$ cat src/rtl/d16_top.sv
// d16_top: 16-register, 16-bit-datapath processor that runs every instruction in four cycles.
// Instruction and data memories are synchronous, so each read returns data one cycle after its address.
module d16_top (
  input  logic        sys_clk,
  input  logic        sys_rst,
  output logic [15:0] ins_a,
  input  logic [31:0] ins_di,
  output logic [15:0] data_a,
  input  logic [15:0] data_di,
  output logic [15:0] data_do,
  output logic        data_we
);

  localparam logic [1:0] ST_FETCH  = 2'd0;
  localparam logic [1:0] ST_DECODE = 2'd1;
  localparam logic [1:0] ST_EXEC   = 2'd2;
  localparam logic [1:0] ST_WB     = 2'd3;

  localparam logic [7:0] OP_AFC = 8'h01;
  localparam logic [7:0] OP_COP = 8'h02;
  localparam logic [7:0] OP_STR = 8'h03;
  localparam logic [7:0] OP_LOD = 8'h04;
  localparam logic [7:0] OP_JMP = 8'h05;

  logic [1:0]  state_q, state_d;
  logic [15:0] pc_q, pc_d;
  logic [31:0] ir_q, ir_d;
  logic [15:0] rf_q [16];
  logic        dwe_q, dwe_d;
  logic [15:0] da_q, da_d;
  logic [15:0] ddo_q, ddo_d;
  logic        rf_we_s;
  logic [3:0]  rf_wa_s;
  logic [15:0] rf_wd_s;

  // The store strobe, address and data are registered at the end of DECODE
  // from the instruction word on ins_di, so they are valid for all of EXEC.
  // The register write and the PC update happen at the end of WB.
  always_comb begin
    state_d = state_q;
    pc_d    = pc_q;
    ir_d    = ir_q;
    dwe_d   = 1'b0;
    da_d    = da_q;
    ddo_d   = ddo_q;
    rf_we_s = 1'b0;
    rf_wa_s = ir_q[19:16];
    rf_wd_s = 16'h0000;
    case (state_q)
      ST_FETCH: begin
        state_d = ST_DECODE;
      end
      ST_DECODE: begin
        state_d = ST_EXEC;
        ir_d    = ins_di;
        if (ins_di[31:24] == OP_STR) begin
          da_d  = {ins_di[15:8], ins_di[23:16]};
          ddo_d = rf_q[ins_di[3:0]];
          dwe_d = 1'b1;
        end else if (ins_di[31:24] == OP_LOD) begin
          da_d = {ins_di[7:0], ins_di[15:8]};
        end else begin
          dwe_d = 1'b0;
        end
      end
      ST_EXEC: begin
        state_d = ST_WB;
      end
      ST_WB: begin
        state_d = ST_FETCH;
        if (ir_q[31:24] == OP_JMP) begin
          pc_d = {ir_q[15:8], ir_q[23:16]};
        end else begin
          pc_d = pc_q + 16'd4;
        end
        case (ir_q[31:24])
          OP_AFC: begin
            rf_we_s = 1'b1;
            rf_wd_s = {ir_q[7:0], ir_q[15:8]};
          end
          OP_COP: begin
            rf_we_s = 1'b1;
            rf_wd_s = rf_q[ir_q[11:8]];
          end
          OP_LOD: begin
            rf_we_s = 1'b1;
            rf_wd_s = data_di;
          end
          default: begin
            rf_we_s = 1'b0;
          end
        endcase
      end
      default: begin
        state_d = ST_FETCH;
      end
    endcase
  end

  // Control state, PC, IR and data bus registers, with synchronous reset.
  always_ff @(posedge sys_clk) begin
    if (!sys_rst) begin
      state_q <= ST_FETCH;
      pc_q    <= 16'h0000;
      ir_q    <= 32'h0000_0000;
      dwe_q   <= 1'b0;
      da_q    <= 16'h0000;
      ddo_q   <= 16'h0000;
    end else begin
      state_q <= state_d;
      pc_q    <= pc_d;
      ir_q    <= ir_d;
      dwe_q   <= dwe_d;
      da_q    <= da_d;
      ddo_q   <= ddo_d;
    end
  end

  // Register file: cleared on reset, with one write port used in WB.
  always_ff @(posedge sys_clk) begin
    if (!sys_rst) begin
      for (int i = 0; i < 16; i++) begin
        rf_q[i] <= 16'h0000;
      end
    end else if (rf_we_s) begin
      rf_q[rf_wa_s] <= rf_wd_s;
    end else begin
      rf_q[rf_wa_s] <= rf_q[rf_wa_s];
    end
  end

  assign ins_a   = pc_q;
  assign data_a  = da_q;
  assign data_do = ddo_q;
  assign data_we = dwe_q;

endmodule

$ cat config.mk
export PLATFORM = sky130hd
export DESIGN_NAME = d16_top
export DESIGN_NICKNAME = d
export VERILOG_FILES = /design/src/rtl/d16_top.sv
export SDC_FILE = /design/constraint.sdc
export NUM_CORES = 1
export LEC_CHECK = 0
export ABC_CLOCK_PERIOD_IN_PS = 2700
export CAP_MARGIN = 0
export CORE_MARGIN = 5
export CORE_UTILIZATION = 55
export CTS_CLUSTER_DIAMETER = 120
export DETAILED_ROUTE_END_ITERATION = 12
export PLACE_DENSITY_LB_ADDON = 0.25
export SLEW_MARGIN = 20
export SYNTH_ARGS = -nofsm -noshare
export SYNTH_HDL_FRONTEND = slang
export SYNTH_SLANG_ARGS = --single-unit
export TNS_END_PERCENT = 50
$ cat constraint.sdc
create_clock -name sys_clk -period 2.7 [get_ports sys_clk]
set_input_delay 0.405 -clock sys_clk [delete_from_list [all_inputs] [get_ports sys_clk]]
set_output_delay 0.405 -clock sys_clk [all_outputs]
set_load 0.01 [all_outputs]
Word level (Yosys, flattened, before mapping)

Memory sizes are Yosys's and may differ from the RTL's. A register that Yosys moved wholly into a read port is not among the register bits.
Index checks and enable logic that the tools add are counted.

Memory bits (writable): 256
Logic and storage cells: 49
Memory bits (read-only): 0
Register bits: 67
Memories kept: 1
Output and inout bits: 49
Bits of input ports: 50
Bits in latches: 0

Mux-type cells: 22
Equal/unequal tests: 10
$add $sub $neg: 1
Reductions and logical operators: 9
Shift-type cells: 0
Divide/modulo/power cells: 0
Magnitude comparators: 0
Bitwise operators: 1
Multiply operators: 0

Memory list:

| memory | words | bits a word | read ports | clocked after memory_dff | write ports | line | text |
|---|---|---|---|---|---|---|---|
| rf_q   | 16    | 16          | 2          | 2                        | 16          | 28   | `logic [15:0] rf_q [16];` |

Operators with widths:

| kind                                           | number |
|---|---|
| 2-to-1 mux 16 bit                              | 6 |
| one-hot mux 16 bit (3 select lines)            | 1 |
| == test 8 x 3 -> 1 bit (second input constant) | 3 |
| adder 16 x 3 -> 16 bit (second input constant) | 1 |
| == test 8 x 2 -> 1 bit (second input constant) | 2 |
| OR reduction 16 bit                            | 1 |
| 2-to-1 mux 4 bit                               | 3 |
| 2-to-1 mux 1 bit                               | 11 |
| == test 8 x 1 -> 1 bit (second input constant) | 1 |
| one-hot mux 2 bit (4 select lines)             | 1 |
| AND reduction 2 bit                            | 4 |
| == test 2 bit (second input constant)          | 2 |
| OR reduction 3 bit                             | 1 |
| == test 2 x 1 -> 1 bit (second input constant) | 1 |
| zero test 2 bit                                | 1 |
| nonzero test 2 bit                             | 1 |
| zero test 1 bit                                | 1 |
| inequality test 0 bit                          | 1 |
| OR 1 bit                                       | 1 |

Logic depth before layout (Yosys ltp)

Depth after elaboration: 11
Mapped depth: 8
Depth with buffers taken out: 6

Least setup slack after synthesis

No wires, ideal clock.

Kind: register to register
Start: register ir_q[31]
End: memory rf_q[0][0] (enable)
Stages on the path, launching flop included: 7
Library setup time: 0.372 ns
Required time: 2.328 ns
Setup slack: 0.216 ns
Clock period less this slack: 2.484 ns
Arrival: 2.113 ns
Path buffers: 1
Cells stage by stage: dfxtp_1 nor4_2 nand2b_2 nor4_1 nand2_1 clkbuf_1 nand2_1

RTL lines:

| item                   | line | text |
|---|---|---|
| from (decl)            | 27   | `logic [31:0] ir_q, ir_d;` |
| from (signal assigned) | 112  | `ir_q <= ir_d;` |
| to (decl)              | 28   |  |

==> results.tsv <==
stage	metric	value	unit
status	status	complete, no violations	
power_and_ir_drop	cellPowerDensity	677	mW/mm2
clocking	cts_tree	done	
yosys	synth.avg_cell_area	13.3	um2
yosys	yosys_warnings	0	
grt	gr-total-overflow	0	
placed_design	gp_congestion	0.863	
finish	final_cell_area	0.0201	mm2
setup_path	arrival	2.66	ns
yosys	netlist_area	0.0169	mm2
sta	setup_tns	0	ns
yosys	yosysSeqAreaShare	55.7	%
routing	routed_wl	49300	um
setup_path	crit_fanout	17	
setup_path	cp-end-kind	flop	
sta	max_freq	416	MHz
clocking	cts.sinks	343	
grt	grt_max_degree	67	
floorplan	die_h	185	um
grt	grt_pass1_wl	74300	um
floorplan	ios	99	
sta	final-hold-violation-count	0	
grt	grt_pass1_vias	12200	
sta	slew_violations	0	
placed_design	io_buffers	98	
sta	holdWs	0.472	ns
yosys	async_flop_share	0	%
min_path	hold_path_class	in -> reg	
routing	via_count	11900	
floorplan	coreArea	0.0305	mm2
placed_design	hpwlAfterDp	32500	um
power_and_ir_drop	finalPower	13600	uW
grt	antenna_found_initial	0	
sta	slew_headroom	48.3	%
routing	drt_iter0_drc	1364	
floorplan	fp.dieW	185	um
yosys	synth-seq-cells	343	
placed_design	placed_cells	1759	
yosys	synth_edf_count	256	
clocking	cts_hold_buf	0	
routing	ant_nets	0	
finish	final_nets	1457	
sta	min_period	2.41	ns
routing	drc	0	
routing	routedWlPerCell	27.0	um
finish	n_antenna_cell	0	
run	drv_cap	0	
finish	syn_to_final_growth	18.6	%
setup_path	required	2.96	ns
sta	rsz0062_at_grt	no	
floorplan	rows	64	
clocking	numCtsBuffers	37	
clocking	cts.htree.levels	2	
finish	multi_input_area	0.00703	mm2
power_and_ir_drop	leakagePower	0.00669	uW
finish	layout.cells.non_filler	1826	
sta	setup_viol	0	
clocking	clk-insertion-delay-late	0.53	ns
yosys	syn_nets	1326	
placed_design	placed_area	0.0189	mm2
clocking	clk_pin_slew_worst_paths	0.06	ns
finish	drive_gt1_share	24.3	%
clocking	root_buffer	clkbuf_16	
setup_path	start_kind	flop	
yosys	synth.distinct_cells	49	
yosys	yosysTopAreaCellShare	45.4	%
routing	routed_via_density	6.51	
sta	fin_skew	0.0274	ns
clocking	cts_max_path_buffers	3	
yosys	synth_ff_type	edfxtp_1	
setup_path	crit_type	reg -> reg	
grt	gr-usage-all-layers	28.9	%
yosys	synthCells	1271	
routing	dr.pass1.iters	5	
yosys	yosysTopAreaCell	edfxtp_1	
finish	fillers	2189	
sta	fin_crit_sh	89.1	%
clocking	cts_resized	0	
clocking	cts_setup_buffers	0	
floorplan	dieArea	0.0344	mm2
yosys	synth_area_leaders	edfxtp_1 (45%), mux4_2 (17%), dfxtp_1 (10%), nor2_1 (7.5%), mux2i_1 (4.0%)	
floorplan	initial_core_util	55.5	%
finish	regArea	0.00944	mm2
power_and_ir_drop	irDropWorstVdd	0.000402	V
sta	tightest_slew	0.776	ns
layout make-up:
type / count / area share [%]
Multi-Input combinational cell: 817 / 35.0
Timing Repair Buffer: 198 / 9.46
Inverter: 5 / 0.0935
Sequential cell: 343 / 47.0
Clock inverter: 21 / 0.985
Clock buffer: 46 / 5.00
Tap cell: 396 / 2.47
cell families after synthesis:
family / count (synthesis) / synth area share [%]
xor gates and xnor gates: 1 / 0.0518
muxes: 217 / 22.5
AOI/OAI and AO/OA: 130 / 7.13
and+or+nand+nor: 464 / 11.4
buffers and inverters: 111 / 2.86
adders and majority gates: 5 / 0.370
DFF: 343 / 55.7
synth_stat cells, types with 2 or more instances:
cell      count
buf_1        11
nand2_1      61
inv_1         4
a22oi_1      38
mux2i_1      67
a31oi_1       3
and3_1        2
and2_1        4
o21ai_0      11
nor3_1        9
ha_1          5
nor4_2        2
a221oi_2      6
nand3_1       9
clkbuf_1     62
nor2_1      340
a221oi_4     10
nor3b_1       3
nor2b_1      11
a21oi_1       6
buf_2        27
buf_4         3
o21a_1        2
nor4_1        7
a211oi_1     16
mux2_2       22
dfxtp_1      87
mux4_2      128
a21boi_0      2
buf_6         3
edfxtp_1    256
nand3b_1      4
nand4_1       3
a22o_1       32
worst paths after layout:
check / slack (ns) / cells past startpoint / to / start
worst max-delay path: 0.29 / 6 / rf_q[1][1]$_SDFFCE_PN0P_ / flop
worst min-delay path: 0.47 / 4 / ir_q[0]$_SDFFE_PN0P_ / ins_di[0]
worst max register to register: 0.29 / 6 / rf_q[1][1]$_SDFFCE_PN0P_ / flop
worst min register to register: 0.48 / 1 / data_do[14]$_SDFFE_PN0P_ / data_do[14]$_SDFFE_PN0P_
state kept, by name, summed over array words and instances (netlist names), named ones only:
register / count
rf_q: 256
ir_q: 32
data_a: 16
data_do: 16
ins_a: 16
state_q: 2
data_we: 1
cells in the final DEF, fill, tap and decap left out, types with 5 or more instances in the layout:
cell,synthesis,routed
clkbuf_16,0,37
buf_4,3,87
a211oi_1,16,16
nor4_1,7,7
a221oi_2,6,6
dfxtp_1,87,84
mux2i_1,67,67
o21ai_0,11,11
nand3_1,9,9
a221oi_4,10,10
clkinv_2,0,9
a21oi_1,6,5
nor2_1,340,339
buf_12,0,14
clkdlybuf4s50_1,0,96
mux2_2,22,22
edfxtp_1,256,256
nor2b_1,11,9
nor3_1,9,8
a22o_1,32,32
nand2_1,61,61
mux4_2,128,128
a22oi_1,38,38
where the power goes:
group	switching [uW]	internal [uW]	total [uW]
Clock	2100	2940	5040
Combinational	1370	1080	2450
Sequential	207	5890	6100
through the flow:
step | worst slack [ns] | utilization, %
3_3_place_gp | 0.206 | 61.9
2_1_floorplan | 0.216 | -
4_1_cts | 0.263 | 65.8
5_1_grt | 0.217 | 65.8
6_report | 0.294 | 65.8
3_5_place_dp | 0.177 | 61.9
worst max-delay path, cell delays in order (launching register included):
cell	delay, ns
dfxtp_4	0.47
buf_12	0.22
mux4_2	0.52
mux2_2	0.32
a221oi_4	0.22
buf_4	0.30
nor2_1	0.08
routing by layer:
metal / vias up / GRT usage (%) / wire length, um
li1: 5086 / - / -
met1: 5878 / 37.3 / 17700
met2: 792 / 47.8 / 23800
met3: 135 / 6.36 / 5460
met4: 0 / 12.2 / 2260
met5: - / 0 / 0
Note: power is estimated with default switching activity, not from simulation.
